## src/rtl/d_stage.sv

```systemverilog
// d_stage -- IF/ID pipeline register plus decode-stage branch support.
//
// Holds the fetched instruction and its PC (the only storage in the block)
// and derives, combinationally, everything the decode stage needs to
// resolve control transfers early: register fields, immediate fields,
// the jump class, forwarded rs/rt values and their equality flag.
//
// Ports:
//   clk                     clock, rising edge
//   reset                   synchronous active-high reset (overrides enable)
//   enable                  1 = load IF/ID register, 0 = hold (stall)
//   F_instr, F_pc           instruction and PC from the fetch stage
//   rsData, rtData          register-file read data for D_rs / D_rt
//   E_fwd*, M_fwd*          forwarding sources; E has priority over M
//   D_instr, D_pc           registered instruction and PC
//   D_pcPlus4               D_pc + 4 (wraps modulo 2^32)
//   D_rs, D_rt              instruction register fields
//   jumpOp                  0 none, 1 beq, 2 jal, 3 jr
//   zero                    forwarded rs == forwarded rt (any instruction)
//   offset, instr_index     immediate fields of D_instr
//   rsIn                    forwarded rs value (jr target)
module d_stage (
  input  logic        clk,
  input  logic        reset,
  input  logic        enable,
  input  logic [31:0] F_instr,
  input  logic [31:0] F_pc,
  input  logic [31:0] rsData,
  input  logic [31:0] rtData,
  input  logic        E_fwdValid,
  input  logic [4:0]  E_fwdAddr,
  input  logic [31:0] E_fwdData,
  input  logic        M_fwdValid,
  input  logic [4:0]  M_fwdAddr,
  input  logic [31:0] M_fwdData,
  output logic [31:0] D_instr,
  output logic [31:0] D_pc,
  output logic [31:0] D_pcPlus4,
  output logic [4:0]  D_rs,
  output logic [4:0]  D_rt,
  output logic [2:0]  jumpOp,
  output logic        zero,
  output logic [15:0] offset,
  output logic [25:0] instr_index,
  output logic [31:0] rsIn
);

  localparam logic [31:0] RESET_PC = 32'h0000_3000;

  localparam logic [5:0] OP_SPECIAL = 6'b000000;
  localparam logic [5:0] OP_BEQ     = 6'b000100;
  localparam logic [5:0] OP_JAL     = 6'b000011;
  localparam logic [5:0] FN_JR      = 6'b001000;

  localparam logic [2:0] JOP_NONE = 3'd0;
  localparam logic [2:0] JOP_BEQ  = 3'd1;
  localparam logic [2:0] JOP_JAL  = 3'd2;
  localparam logic [2:0] JOP_JR   = 3'd3;

  logic [31:0] r_instr;
  logic [31:0] r_pc;

  // IF/ID register: reset wins over a stall.
  always_ff @(posedge clk) begin
    if (reset) begin
      r_instr <= 32'h0000_0000;
      r_pc    <= RESET_PC;
    end else if (enable) begin
      r_instr <= F_instr;
      r_pc    <= F_pc;
    end
  end

  logic [5:0] w_opcode;
  logic [5:0] w_funct;

  assign w_opcode = r_instr[31:26];
  assign w_funct  = r_instr[5:0];

  assign D_instr     = r_instr;
  assign D_pc        = r_pc;
  assign D_pcPlus4   = r_pc + 32'd4;
  assign D_rs        = r_instr[25:21];
  assign D_rt        = r_instr[20:16];
  assign offset      = r_instr[15:0];
  assign instr_index = r_instr[25:0];

  always_comb begin
    jumpOp = JOP_NONE;
    if (w_opcode == OP_BEQ) begin
      jumpOp = JOP_BEQ;
    end else if (w_opcode == OP_JAL) begin
      jumpOp = JOP_JAL;
    end else if (w_opcode == OP_SPECIAL && w_funct == FN_JR) begin
      jumpOp = JOP_JR;
    end
  end

  // Operand 0 is rs, operand 1 is rt; both use the same forwarding mux.
  logic [4:0]  w_addr [2];
  logic [31:0] w_gpr  [2];
  logic [31:0] w_fwd  [2];

  assign w_addr[0] = r_instr[25:21];
  assign w_addr[1] = r_instr[20:16];
  assign w_gpr[0]  = rsData;
  assign w_gpr[1]  = rtData;

  genvar gi;
  generate
    for (gi = 0; gi < 2; gi = gi + 1) begin : g_fwd
      // $0 is hardwired; testing the operand address first also makes a
      // source that targets $0 impossible to select.
      always_comb begin
        w_fwd[gi] = w_gpr[gi];
        if (w_addr[gi] == 5'd0) begin
          w_fwd[gi] = 32'h0000_0000;
        end else if (E_fwdValid && E_fwdAddr == w_addr[gi]) begin
          w_fwd[gi] = E_fwdData;
        end else if (M_fwdValid && M_fwdAddr == w_addr[gi]) begin
          w_fwd[gi] = M_fwdData;
        end
      end
    end
  endgenerate

  assign rsIn = w_fwd[0];
  assign zero = (w_fwd[0] == w_fwd[1]);

endmodule

```

## config.mk

```make
export PLATFORM = sky130hd
export DESIGN_NAME = d_stage
export DESIGN_NICKNAME = d
export VERILOG_FILES = /design/src/rtl/d_stage.sv
export SDC_FILE = /design/constraint.sdc
export NUM_CORES = 1
export LEC_CHECK = 0
export ABC_CLOCK_PERIOD_IN_PS = 3600
export BUFFER_PORTS_ARGS = -buffer_cell sky130_fd_sc_hd__buf_2
export CORE_AREA = 2 2 151 153
export DETAILED_ROUTE_END_ITERATION = 10
export DIE_AREA = 0 0 153 155
export GPL_ROUTABILITY_DRIVEN = 0
export PLACE_DENSITY = 0.65
export SLEW_MARGIN = 20
export SYNTH_ARGS = -nofsm -noshare
export SYNTH_HDL_FRONTEND = slang
export SYNTH_SLANG_ARGS = --single-unit
```

## constraint.sdc

```tcl
create_clock -name clk -period 3.6 [get_ports clk]
set_input_delay 0.36 -clock clk [delete_from_list [all_inputs] [get_ports clk]]
set_output_delay 0.36 -clock clk [all_outputs]
set_load 0.01 [all_outputs]
```

==> After elaboration in Yosys (flattened, before gate mapping) <==
Index checks and enable logic that the tools add are counted.
Widths: inputs -> output; s select.
{ "totals": {"ff_bits": 64, "output_inout_bits": 184, "wordCells": 28} }
{ "classes": {"n_addsub": 1, "eq_ne": 8, "n_mux": 9, "reduce_logical": 8} }
{ "op_table": {"columns": ["op", "n"], "rows": [
  ["$mux 32", 6],
  ["$add 32x3->32 const B", 1],
  ["$eq 32x32->1", 1],
  ["$eq 5x5->1", 4],
  ["$logic_not 5->1", 2],
  ["$eq 6x2->1 const B", 1],
  ["$eq 6x3->1 const B", 1],
  ["$eq 6x4->1 const B", 1],
  ["$logic_not 6->1", 1],
  ["$mux 2", 3],
  ["$logic_and 1x1->1", 5]
]} }

==> Logic depth before layout (Yosys ltp) <==
{ "logic_depth": {"depth_word": 6, "depth_mapped": 11, "ltp_nobuf": 8} }

==> Least setup slack after synthesis <==
OpenSTA, ideal clock, no wires.
{ "synth_timing": {"kind": "flip-flop to output port", "startpoint": "reg r_instr[22] (netlist: D_instr[22])", "endpoint": "out zero", "t_arrival_ns": 2.691, "required_ns": 3.240, "slack_ns": 0.549, "stages_incl_launch_ff": 10, "path_buffers": 1, "path_cell_list": "dfxtp_1 > xnor2_1 > nand4_2 > clkbuf_2 > or3_1 > a311oi_2 > xor2_1 > nor4_1 > nand4_1 > nor4_2"} }
{ "synth_via": {"elab_chain_len": 6, "word_cells_on_any_way": 9, "classes_between": "eq/ne (3); mux (3); reduce/logical (3)"} }
{ "synth_rtl": {"columns": ["element", "line_no", "text"], "rows": [
  ["start, declared", "60", "logic [31:0] r_instr;"],
  ["start signal, assigned", "69", "r_instr <= F_instr;"],
  ["$eq 5x5->1", "120", "end else if (M_fwdValid && M_fwdAddr == w_addr[gi]) begin"],
  ["$logic_and 1x1->1", "120", null],
  ["$mux 32", "120", null],
  ["$mux 32", "118", "end else if (E_fwdValid && E_fwdAddr == w_addr[gi]) begin"],
  ["$mux 32 *", "116", "if (w_addr[gi] == 5'd0) begin"],
  ["net rsIn[17]", "45", "output logic [31:0] rsIn"],
  ["$eq 32x32->1 *", "128", "assign zero = (w_fwd[0] == w_fwd[1]);"],
  ["end, declared", "42", "output logic zero,"]
]} }
Mark *: on every way through the listed nets, which the timed path passes. The rest lies on a longest branch.

==> Worst setup path after layout <==
{ "layout_timing": {"startpoint": "reg r_instr[24] (netlist: D_instr[24])", "endpoint": "out zero"} }
{ "layout_via": {"elab_chain_len": 6, "word_cells_on_any_way": 9, "classes_between": "eq/ne (3); mux (3); reduce/logical (3)"} }
{ "layout_rtl": {"columns": ["element", "line_no"], "rows": [
  ["$eq 5x5->1", "120"],
  ["$logic_and 1x1->1", "120"],
  ["$mux 32", "120"],
  ["$mux 32", "118"],
  ["$mux 32 *", "116"],
  ["$eq 32x32->1 *", "128"]
]} }
Mark *: on every way between the ends. The rest lies on a longest branch, timed or not.

==> results.tsv <==
metric	value	unit
status	complete, but fails checks	
violations in the final reports	setup timing	
number of synthesized register bits	64	
CP Cell Sequence	xnor2_2 > nand4_2 > buf_12 > or3_1 > a311oi_2 > xor2_1 > nor4_2 > nand4_1 > nor4_4 > buf_2	
IO Pins	391	
Max VDD drop	0.000233	V
Site Rows	55	
count leader, synth	nor2_1	
sequential fraction of the synthesis area	21.5	%
relative slew slack	46.8	%
post-synth top area cell	dfxtp_1	
Crit Path Max Fanout	19	
routed len/inst	20.2	µm
worst setup path class	reg2out	
Cell Pwr Density	307	nW/µm²
DR pass1 iterations	5	
clock sink count	64	
nets	1302	
Bufs and invs on worst path	2	
Max Root-Sink Buffers	2	
initial DRC count	409	
Synth Net Count	959	
gr usage total	21.8	%
cts hold-fix bufs	0	
post-route setup slack	-0.0243	ns
startpoint types	flip-flop	
RSZ-0062 raised after global routing	true	
CTS tree	done	
Layout Utilization	38.7	%
Starting Density	26.8	%
Netlist cell types	45	
Max-cap violations	0	
CTS Buf Count	9	
Hold Crit Class	in2reg	
root buf cell	clkbuf_16	
WHS	0.250	ns
first-pass GRT wire length	40700	µm
synthesized cell area	5950	µm²
via count	7218	
die width	153	µm
Routed Antenna Nets	0	
Tmin final	3.62	ns
ys flop type	dfxtp_1	
layout-stage area growth over the synthesis result	44.6	%
Overflow after GRT	0	
CORE AREA	22200	µm²
max incr delay on CP	0.39	ns
Fin Clk Skew	0	ns
CP required	3.24	ns
H-tree Lvls	3	
Leakage	4.13	nW
vias in the first global route	6778	
CTS clock-pin slew for the worst setup and hold paths	0.06	ns
Post-synth EDFFs	0	
vias per inst	5.21	
Die Footprint	23700	µm²
initial antenna violation count	2	
die height	155	µm
worst skew pair latency	0.32	ns
synth top area cells	dfxtp_1, mux2i_1, buf_4, a311oi_2, xnor2_1	
fmax	276	MHz
dpl hpwl	21100	µm
Synth top area share	21.5	%
count of input and output buffers	389	
Slew @ Worst Pin	0.798	ns
Final Max Tran Viols	0	
Final setup viols	1	
FFs w/ async S/R, synth	0	%
Post-synth top cells	nor2_1, dfxtp_1, mux2i_1	
final hold vios	0	
final WL	28000	µm
period utilization	101	%
Post-Syn Instances	751	
maximum number of pins on one net before global-route repair	50	
drt drc	0	
CP delay by family, top	simple AND/OR/NAND/NOR gates	
CP max-delay cell	nor4_4	
WP data arrival	3.26	ns
layout cells sized above 1	48.6	%
Post-Syn Area per Cell	7.92	µm²
yosys warns	0	
Worst Setup End Kind	output pin	
path summary, 6_finish.rpt:
kind               startpoint          end  slack, ns  depth (start not counted)
setup / recovery  D_instr[24]         zero      -0.02                         10
hold / removal       F_pc[13]     D_pc[13]       0.25                          2
setup reg to reg  D_instr[23]  D_instr[23]       2.65                          4
hold reg to reg       D_pc[1]      D_pc[1]       0.52                          2
timing repair:
action / 4_1_cts / 5_1_grt
setup endpoints to repair: 1 / 1
gates resized for setup: 11 / 31
cloned: 1 / 2
pin swaps: 6 / 20
setup buffers: 1 / 12
per-stage QoR:
stage               total power, mW  instances  worst slack, ns  area [µm²]  setup TNS (ns)
global route                   2.77       1385           -0.124        8600          -0.124
finish                         2.64       1386          -0.0243        8600         -0.0243
CTS                            2.62       1370          0.00631        8290               0
global placement               1.79       1352            0.105        7930               0
detailed placement             1.79       1352           0.0863        7930               0
floorplan                      1.38        751            0.549        5950               0
routing by layer:
metal,track usage (%),wire length [µm],vias to the layer above
met3,4.35,2240,59
met1,24.7,10300,3414
met5,0,0,-
met2,40.0,14400,405
li1,-,-,3340
met4,8.82,1080,0
worst register-to-register path: cells and delay by family (launching register included):
| kind | cells | cell delay [ns] |
|---|---|---|
| buffers and inverters | 2 | 0.28 |
| multiplexers | 1 | 0.12 |
| flip-flops | 1 | 0.34 |
| AND/OR/NAND/NOR | 1 | 0.07 |
cell families after synthesis:
kind of cell | after synthesis | synth area share [%]
AOI/OAI and AO/OA | 133 | 18.5
xor gates and xnor gates | 80 | 11.8
adders and majority gates | 1 | 0.210
buffers and inverters | 118 | 12.7
DFF | 64 | 21.5
muxes | 62 | 10.4
other | 1 | 0.0630
and+or+nand+nor | 292 | 24.9
final cells by class:
cell class / instances / area (µm²)
clock inverters: 7 / 47.5
repair buffers: 446 / 2530
inverters: 3 / 11.3
diodes: 2 / 5.00
well taps: 285 / 357
clock buffers: 9 / 225
multi-input cells: 570 / 4120
fillers: 2318 / 13600
flip-flops and latches: 64 / 1300
sequential cells by signal, indices dropped and copies added, names as in the netlist:
name     count
D_instr     32
D_pc        32
placed cells by master, fill, tap and decap left out, types with 31 or more instances in the layout:
master    synthesis  layout
a311oi_1         36      31
buf_2            12     388
buf_4            58      45
dfxtp_1          64      56
mux2i_1          62      62
nand2_1          56      56
nor2_1           92      92
nor3_1           47      47
o21ai_0          46      45
or3_1            43      42
xnor2_1          46      39
xor2_1           34      31
power by group:
group	switching (mW)	total [mW]	internal [mW]
Combinational	0.569	1.02	0.452
Sequential	0.0685	0.820	0.751
Clock	0.336	0.802	0.465
Total	0.974	2.64	1.67
No activity file was read; power rests on OpenSTA's default activity.
